`src/rtl/mem_interface_pkg.sv`:
```
// Shared constants and state encoding for the memory interface controller.
// Data width, default address width and default ack timeout live here.
package mem_interface_pkg;

  localparam int DATA_W          = 32;
  localparam int ADDR_W_DEFAULT  = 9;
  localparam int TIMEOUT_DEFAULT = 15;

  typedef enum logic [1:0] {
    S_IDLE = 2'd0,
    S_REQ  = 2'd1,
    S_DONE = 2'd2,
    S_ERR  = 2'd3
  } state_t;

  // Wait-counter width: must hold values up to timeout-1.
  function automatic int cnt_width(input int timeout);
    return (timeout > 1) ? $clog2(timeout) : 1;
  endfunction

endpackage

```
`src/rtl/register32.sv`:
```
// Shared 32-bit data register with load enable and asynchronous active-low clear.
import mem_interface_pkg::*;

module register32 (
  input  logic              clk,
  input  logic              clr_n,
  input  logic              en,
  input  logic [DATA_W-1:0] d,
  output logic [DATA_W-1:0] q
);

  // NOTE: sequential state uses non-blocking assignments so every register
  // samples the pre-edge values, independent of process ordering.
  always_ff @(posedge clk or negedge clr_n) begin
    if (!clr_n)  q <= '0;
    else if (en) q <= d;
  end

endmodule

```
`src/rtl/mem_interface.sv`:
```
// MAR/MDR front end that runs single read/write handshakes against memory,
// with an ack timeout and one-cycle Done/Error completion pulses.
import mem_interface_pkg::*;

module mem_interface #(
  parameter int ADDR_W  = ADDR_W_DEFAULT,
  parameter int TIMEOUT = TIMEOUT_DEFAULT
) (
  input  logic              clk,
  input  logic              clr_n,
  input  logic [DATA_W-1:0] BusMuxOut,
  input  logic              MARin,
  input  logic              MDRin,
  input  logic              Read,
  input  logic              Write,
  output logic [DATA_W-1:0] BusMuxIn_MDR,
  output logic              mem_req,
  output logic              mem_we,
  output logic [ADDR_W-1:0] mem_addr,
  output logic [DATA_W-1:0] mem_wdata,
  input  logic [DATA_W-1:0] mem_rdata,
  input  logic              mem_ack,
  output logic              Busy,
  output logic              Done,
  output logic              Error
);

  localparam int CNT_W = cnt_width(TIMEOUT);

  state_t            state, state_next;
  logic [CNT_W-1:0]  cnt;
  logic [ADDR_W-1:0] mar;
  logic [DATA_W-1:0] mdr;
  logic              idle, start, timed_out;
  logic              mdr_en;
  logic [DATA_W-1:0] mdr_d;

  assign idle      = (state == S_IDLE);
  assign start     = idle && (Read || Write);
  assign timed_out = (cnt == CNT_W'(TIMEOUT - 1));

  always_ff @(posedge clk or negedge clr_n) begin
    if (!clr_n) state <= S_IDLE;
    else        state <= state_next;
  end

  // NOTE: every output of a combinational block is defaulted first, so no
  // path through the case can leave a value held and infer a latch.
  always_comb begin
    state_next = state;
    case (state)
      S_IDLE: if (Read || Write) state_next = S_REQ;
      S_REQ: begin
        if (mem_ack)        state_next = S_DONE;
        else if (timed_out) state_next = S_ERR;
      end
      S_DONE:  state_next = S_IDLE;
      S_ERR:   state_next = S_IDLE;
      default: state_next = S_IDLE;
    endcase
  end

  // Read wins over Write; the direction is frozen for the whole transaction.
  always_ff @(posedge clk or negedge clr_n) begin
    if (!clr_n) begin
      cnt    <= '0;
      mem_we <= 1'b0;
      mar    <= '0;
    end else begin
      if (start) begin
        cnt    <= '0;
        mem_we <= !Read;
      end else if (state == S_REQ) begin
        cnt <= cnt + CNT_W'(1);
      end
      if (idle && MARin && !Read && !Write) mar <= BusMuxOut[ADDR_W-1:0];
    end
  end

  // MDR loads from the bus only in a quiet IDLE cycle, or from memory on a read ack.
  always_comb begin
    mdr_en = 1'b0;
    mdr_d  = BusMuxOut;
    if (idle && MDRin && !Read && !Write) begin
      mdr_en = 1'b1;
    end else if (state == S_REQ && mem_ack && !mem_we) begin
      mdr_en = 1'b1;
      mdr_d  = mem_rdata;
    end
  end

  register32 u_mdr (
    .clk   (clk),
    .clr_n (clr_n),
    .en    (mdr_en),
    .d     (mdr_d),
    .q     (mdr)
  );

  assign mem_req      = (state == S_REQ);
  assign Busy         = mem_req;
  assign Done         = (state == S_DONE);
  assign Error        = (state == S_ERR);
  assign mem_addr     = mar;
  assign mem_wdata    = mdr;
  assign BusMuxIn_MDR = mdr;

endmodule

```
`config.mk`:
```
export PLATFORM = sky130hd
export DESIGN_NAME = mem_interface
export DESIGN_NICKNAME = d
export VERILOG_FILES = /design/src/rtl/mem_interface_pkg.sv /design/src/rtl/register32.sv /design/src/rtl/mem_interface.sv
export SDC_FILE = /design/constraint.sdc
export NUM_CORES = 1
export LEC_CHECK = 0
export CAP_MARGIN = 10
export CORE_MARGIN = 5
export CORE_UTILIZATION = 30
export CTS_CLUSTER_DIAMETER = 200
export CTS_CLUSTER_SIZE = 28
export DETAILED_ROUTE_END_ITERATION = 8
export SLEW_MARGIN = 5
export SYNTH_ARGS = -nofsm -noshare
export SYNTH_HDL_FRONTEND = slang
export SYNTH_SLANG_ARGS = --single-unit
```
`constraint.sdc`:
```
create_clock -name clk -period 2.3 [get_ports clk]
set_input_delay 0.46 -clock clk [delete_from_list [all_inputs] [get_ports clk]]
set_output_delay 0.46 -clock clk [all_outputs]
set_load 0.05 [all_outputs]
```
==> qor.txt, run 1 <==
Status: finished, final reports clean
Max Cap Viol: 0
Global-route met2 utilization: 20.37%
Number of global-route vias before repair: 1992
Post-DP HPWL: 5.374 mm
Post-CTS Setup Bufs: 0
Least-Margin Pin Slew: 0.5420 ns
CORE AREA: 9196 µm²
Layout cell share with drive strength beyond 1: 33.02%
Tightest Hold Check Type: in -> async
Final GP Congestion: 0.7057
RSZ-0062 raised after global routing: false
Mapped Cells: 192
Port bufs: 148
Initial Utilization: 30.56%
CTS Hold Bufs: 0
IO Pins: 149
Clock skew: 0.01327 ns
Slew headroom: 63.87%
GR peak layer: met2
Chip Height: 106.8 µm
Final period utilization: 88.69%
Max-slew violation count: 0
Setup crit start kind: primary input
Root Buffer Master: clkbuf_8
Die extent in x: 106.8 µm
Vias per std cell: 4.385
Drt drc: 0
Crit path time final: 2.040 ns
First DRT Iteration DRCs: 24
Flop2flop setup slack: 0.37 ns
Antenna Nets Post-Route: 0
Vias: 1868
WP data required: 2.48 ns
Distinct cell type count after synthesis: 24
Number of synthesized register bits: 48
Global Route met1 Usage: 14.16%
Pre-antenna DRT Iters: 4
Syn_area_per_cell: 14.64 µm²
Post-route core utilization: 46.82%
Syn Nets: 265
Setup Viol. Count Final: 0
Rows: 35
Global-route wire length before repair: 10.60 mm
CTS clk-pin slew, worst paths: 0.08 ns
CTS sink count: 48
Initial antenna violation count: 0
CTS buffer count: 5
Crit path max fanout: 18
Fin. Hold Viols: 0
Total Routing Usage GR: 11.73%
Area of the die: 11400 µm²
Register area share after synthesis: 42.74%
Synth warnings: 0
CTS tree: built
CP arrival: 2.22 ns
ANT cells: 0
Grt ovf: 0
Crit Path Category: in -> reg
Wire per inst: 16.37 µm
Htree depth: 2
Final wirelength: 6.973 mm
Final #Nets: 387
Met3 global-route usage: 3.793%
Largest net degree at the start of global routing: 29
Clock Path Buffers: 2
Worst-Skew Late Latency: 0.30 ns
Peak Freq: 0.4902 GHz
Crit path capture type: flip-flop
Synth-to-Final Area Change: 53.21%
CTS resizes: 0
Mapped Area: 2810 µm²
synthesized netlist by cell type (all sizes together):
cell     count  share of area (%)
dfrtp       48                 43
ha           2               0.89
inv          2               0.27
nand3        1               0.18
or2          1               0.22
buf         42                 13
nor3         1               0.18
o2bb2ai      1               0.31
nand2        2               0.27
and2b        1               0.31
nor4         1               0.76
nor4bb       1               0.36
a31oi        1               0.22
and2         1               0.27
nor2         4               0.53
mux2        75                 38
a22o         2               0.71
o21ai        2               0.36
or2b         1               0.27
a21oi        3               0.53
cell usage in the layout, fill, tap and decap left out:
| master | netlist | final |
|---|---|---|
| clkdlybuf4s50_1 | 0 | 143 |
| mux2_4 | 60 | 60 |
| dfrtp_1 | 48 | 48 |
| mux2_2 | 15 | 15 |
| buf_4 | 34 | 9 |
| clkbuf_8 | 0 | 5 |
| nor2_1 | 4 | 4 |
| buf_12 | 3 | 4 |
| a21oi_1 | 3 | 3 |
| inv_1 | 2 | 2 |
| a22o_2 | 2 | 2 |
| o21ai_0 | 2 | 2 |
| ha_1 | 2 | 2 |
| or2b_1 | 1 | 1 |
| and2b_2 | 1 | 1 |
| and2_2 | 1 | 1 |
| nor4bb_4 | 0 | 1 |
| nor4_4 | 1 | 1 |
| nand2_2 | 0 | 1 |
| nor3_1 | 1 | 1 |
| or2_2 | 1 | 1 |
| o2bb2ai_1 | 1 | 1 |
| nand2_1 | 2 | 1 |
| a31oi_1 | 1 | 1 |
| nand3_1 | 1 | 1 |
| clkbuf_1 | 0 | 1 |
| bufinv_16 | 0 | 1 |
| clkinv_2 | 0 | 1 |
| buf_2 | 3 | 1 |
through the flow:
stage / hold slack, ns / setup TNS, ns / area (µm²) / std cells / setup WS, ns
3_5_place_dp: 0.4768 / -1.845 / 4198 / 418 / -0.08243
5_1_grt: 0.1730 / 0 / 4305 / 426 / 0.1931
3_3_place_gp: 0.4701 / -0.8012 / 4198 / 418 / -0.03866
4_1_cts: 0.1459 / 0 / 4305 / 426 / 0.2447
6_report: 0.1417 / 0 / 4305 / 426 / 0.2602
2_1_floorplan: 0.1644 / 0 / 2810 / 192 / 0.4243
cells by family (layout without fill, tap and decap cells):
group	Yosys count	in the layout	share of synthesized area, %
simple gates	14	14	3.339
compound gates	9	9	2.137
buf+inv	44	167	12.82
fa+ha+maj	2	2	0.8903
flops	48	48	42.74
mux	75	75	38.07
path summary, 6_finish.rpt:
path | startpoint | end | depth (start not counted)
hold / removal | clr_n | u_mdr.q[9] | 1
min in group clk | mem_addr[8] | mem_addr[8] | 1
setup reg to reg | state[0] | u_mdr.q[21] | 4
max in group asynchronous | clr_n | u_mdr.q[16] | 2
setup / recovery | mem_ack | u_mdr.q[21] | 5
hold reg to reg | mem_addr[8] | mem_addr[8] | 1
layer usage:
metal | routed length, µm | vias to the layer above
met4 | 49 | 0
met5 | 0 | -
met3 | 499 | 4
met2 | 3480 | 80
li1 | - | 877
met1 | 2943 | 907
registers in the layout, summed over array words and instances (netlist names):
signal / flops
cnt: 4
mem_addr: 9
mem_we: 1
u_mdr.q: 32
state: 2
layout make-up:
| class | count | area, µm² |
|---|---|---|
| repair buffers | 157 | 1584 |
| fillers | 844 | 4891 |
| inverters | 2 | 7.507 |
| clock inverters | 2 | 35.03 |
| clock buffers | 6 | 72.57 |
| well taps | 111 | 138.9 |
| multi-input cells | 100 | 1266 |
| flip-flops and latches | 48 | 1201 |
critical path, stage by stage:
cell             delay (ns)
clkdlybuf4s50_1        0.49
nor4bb_4               0.45
buf_12                 0.24
mux2_4                 0.31
mux2_4                 0.26
Power of run 1 is not shown: default switching activity piles up to over one toggle a cycle in this logic, so the estimate is an artifact.
==> run 2, diff against run 1 <==
--- a/config.mk
+++ b/config.mk
@@ -6,7 +6,7 @@
 export NUM_CORES = 1
 export LEC_CHECK = 0
 export CAP_MARGIN = 10
-export CORE_MARGIN = 5
+export CORE_MARGIN = 4
 export CORE_UTILIZATION = 30
 export CTS_CLUSTER_DIAMETER = 200
 export CTS_CLUSTER_SIZE = 28
==> run 2 against run 1 <==
Sequential cell count stayed put. Non-clock buffer count is 2 lower. Count of clock-buffer cells in the layout is 1 higher. Design area is 0.61% lower. Register-to-register slack hardly changed. Final cell count is 0.70% lower. Hold slack better by 0.034 ns. First-iteration DRC count is 25% lower. Sequential share of layout area is 0.17 points higher. Critical path depth stayed put. Highest routed layer unchanged.
==> qor.txt, run 2 (synthesis gave the netlist of run 1 again) <==
Fin. Hold Viols: 0
Setup Viol. Count Final: 0
Chip Height: 104.8 µm
Largest net degree at the start of global routing: 26
Number of global-route vias before repair: 2034
Tightest Hold Check Type: in -> async
Worst reg2reg path depth: 4
Crit path max fanout: 18
Setup crit start kind: primary input
Final #Nets: 385
CTS tree: built
Max-slew violation count: 0
Crit path time final: 2.034 ns
Root Buffer Master: clkbuf_8
Status: finished, final reports clean
Drt drc: 0
Most common cell after layout, fill and taps aside: clkdlybuf4s50_1
Worst flop-to-flop path endpoint: u_mdr.q[7]
Clock skew: 0.006501 ns
WP data required: 2.49 ns
ANT cells: 0
Area of the die: 10980 µm²
Port bufs: 148
CTS sink count: 48
Post-CTS Setup Bufs: 0
Antenna Nets Post-Route: 0
IO Pins: 149
Layout cell share with drive strength beyond 1: 32.69%
Final period utilization: 88.44%
Crit path capture type: flip-flop
CTS resizes: 0
Reg with most FFs: u_mdr.q
Slew headroom: 57.39%
Rows: 35
Vias per std cell: 4.442
RSZ-0062 raised after global routing: false
Reg2Reg Launch Point: state[0]
Synth-to-Final Area Change: 52.27%
CTS clk-pin slew, worst paths: 0.09 ns
Die extent in x: 104.8 µm
Post-DP HPWL: 5.187 mm
Initial Utilization: 30.56%
Grt ovf: 0
Max reg flops: 32
Final GP Congestion: 0.7434
Crit Path Category: in -> reg
CORE AREA: 9196 µm²
CTS Hold Bufs: 0
CP arrival: 2.22 ns
Flop2flop setup slack: 0.36 ns
Clock Path Buffers: 2
CTS buffer count: 5
Final wirelength: 6.847 mm
Pre-antenna DRT Iters: 3
First DRT Iteration DRCs: 18
Total Routing Usage GR: 12.12%
Worst-Skew Late Latency: 0.30 ns
Commonest cells after routing, fill and taps aside: 143 x clkdlybuf4s50_1, 60 x mux2_4, 48 x dfrtp_1
Wire per inst: 16.19 µm
Vias: 1879
Least-Margin Pin Slew: 0.6392 ns
Post-route core utilization: 46.53%
Initial antenna violation count: 0
Max Cap Viol: 0
Htree depth: 2
Global-route wire length before repair: 10.70 mm
Peak Freq: 0.4916 GHz
[run 2: cell type report]
type,instances,area [µm²]
clock buffers,7,96.34
fillers,865,4917
flip-flops and latches,48,1201
well taps,111,138.9
inverters,2,7.507
repair buffers,155,1569
multi-input cells,100,1266
[run 2: how the worst max path moves through the flow]
stage,start,end,slack [ns],depth (start not counted)
2_1_floorplan,mem_we,u_mdr.q[0],0.42,5
3_3_place_gp,mem_ack,u_mdr.q[7],-0.05,5
3_5_place_dp,mem_ack,u_mdr.q[7],-0.07,5
4_1_cts,mem_ack,u_mdr.q[7],0.26,5
5_1_grt,mem_ack,u_mdr.q[7],0.19,5
6_report,mem_ack,u_mdr.q[7],0.27,5
[run 2: stage by stage]
step	setup slack, ns	TNS, ns	area, µm²	hold WS (ns)	instances
CTS	0.2578	0	4279	0.1838	423
detailed placement	-0.06534	-0.8633	4183	0.4968	416
finish	0.2659	0	4279	0.1752	423
floorplan	0.4243	0	2810	0.1644	192
global route	0.1901	0	4279	0.2043	423
global placement	-0.05471	-0.3234	4183	0.4887	416
[run 2: critical path, cell delays in order]
cell and delay (ns):
clkdlybuf4s50_1 0.48, nor4bb_4 0.43, buf_12 0.24, mux2_2 0.35
mux2_2 0.26
[run 2: layer usage]
layer | wire [µm] | up-vias | GRT usage (%)
li1 | - | 876 | -
met5 | 0 | - | 0
met1 | 3048 | 917 | 15.45
met3 | 425 | 5 | 3.397
met4 | 53 | 0 | 2.530
met2 | 3319 | 81 | 20.49
Power of run 2 is left out for the same reason.
==> run 3, diff against run 2 <==
--- a/config.mk
+++ b/config.mk
@@ -5,7 +5,7 @@
 export SDC_FILE = /design/constraint.sdc
 export NUM_CORES = 1
 export LEC_CHECK = 0
-export CAP_MARGIN = 10
+export CAP_MARGIN = 30
 export CORE_MARGIN = 4
 export CORE_UTILIZATION = 30
 export CTS_CLUSTER_DIAMETER = 200
==> results of run 3 <==
No change in the layout: final DEF, timing and power equal those of run 2.
Power of run 3 is left out for the same reason.
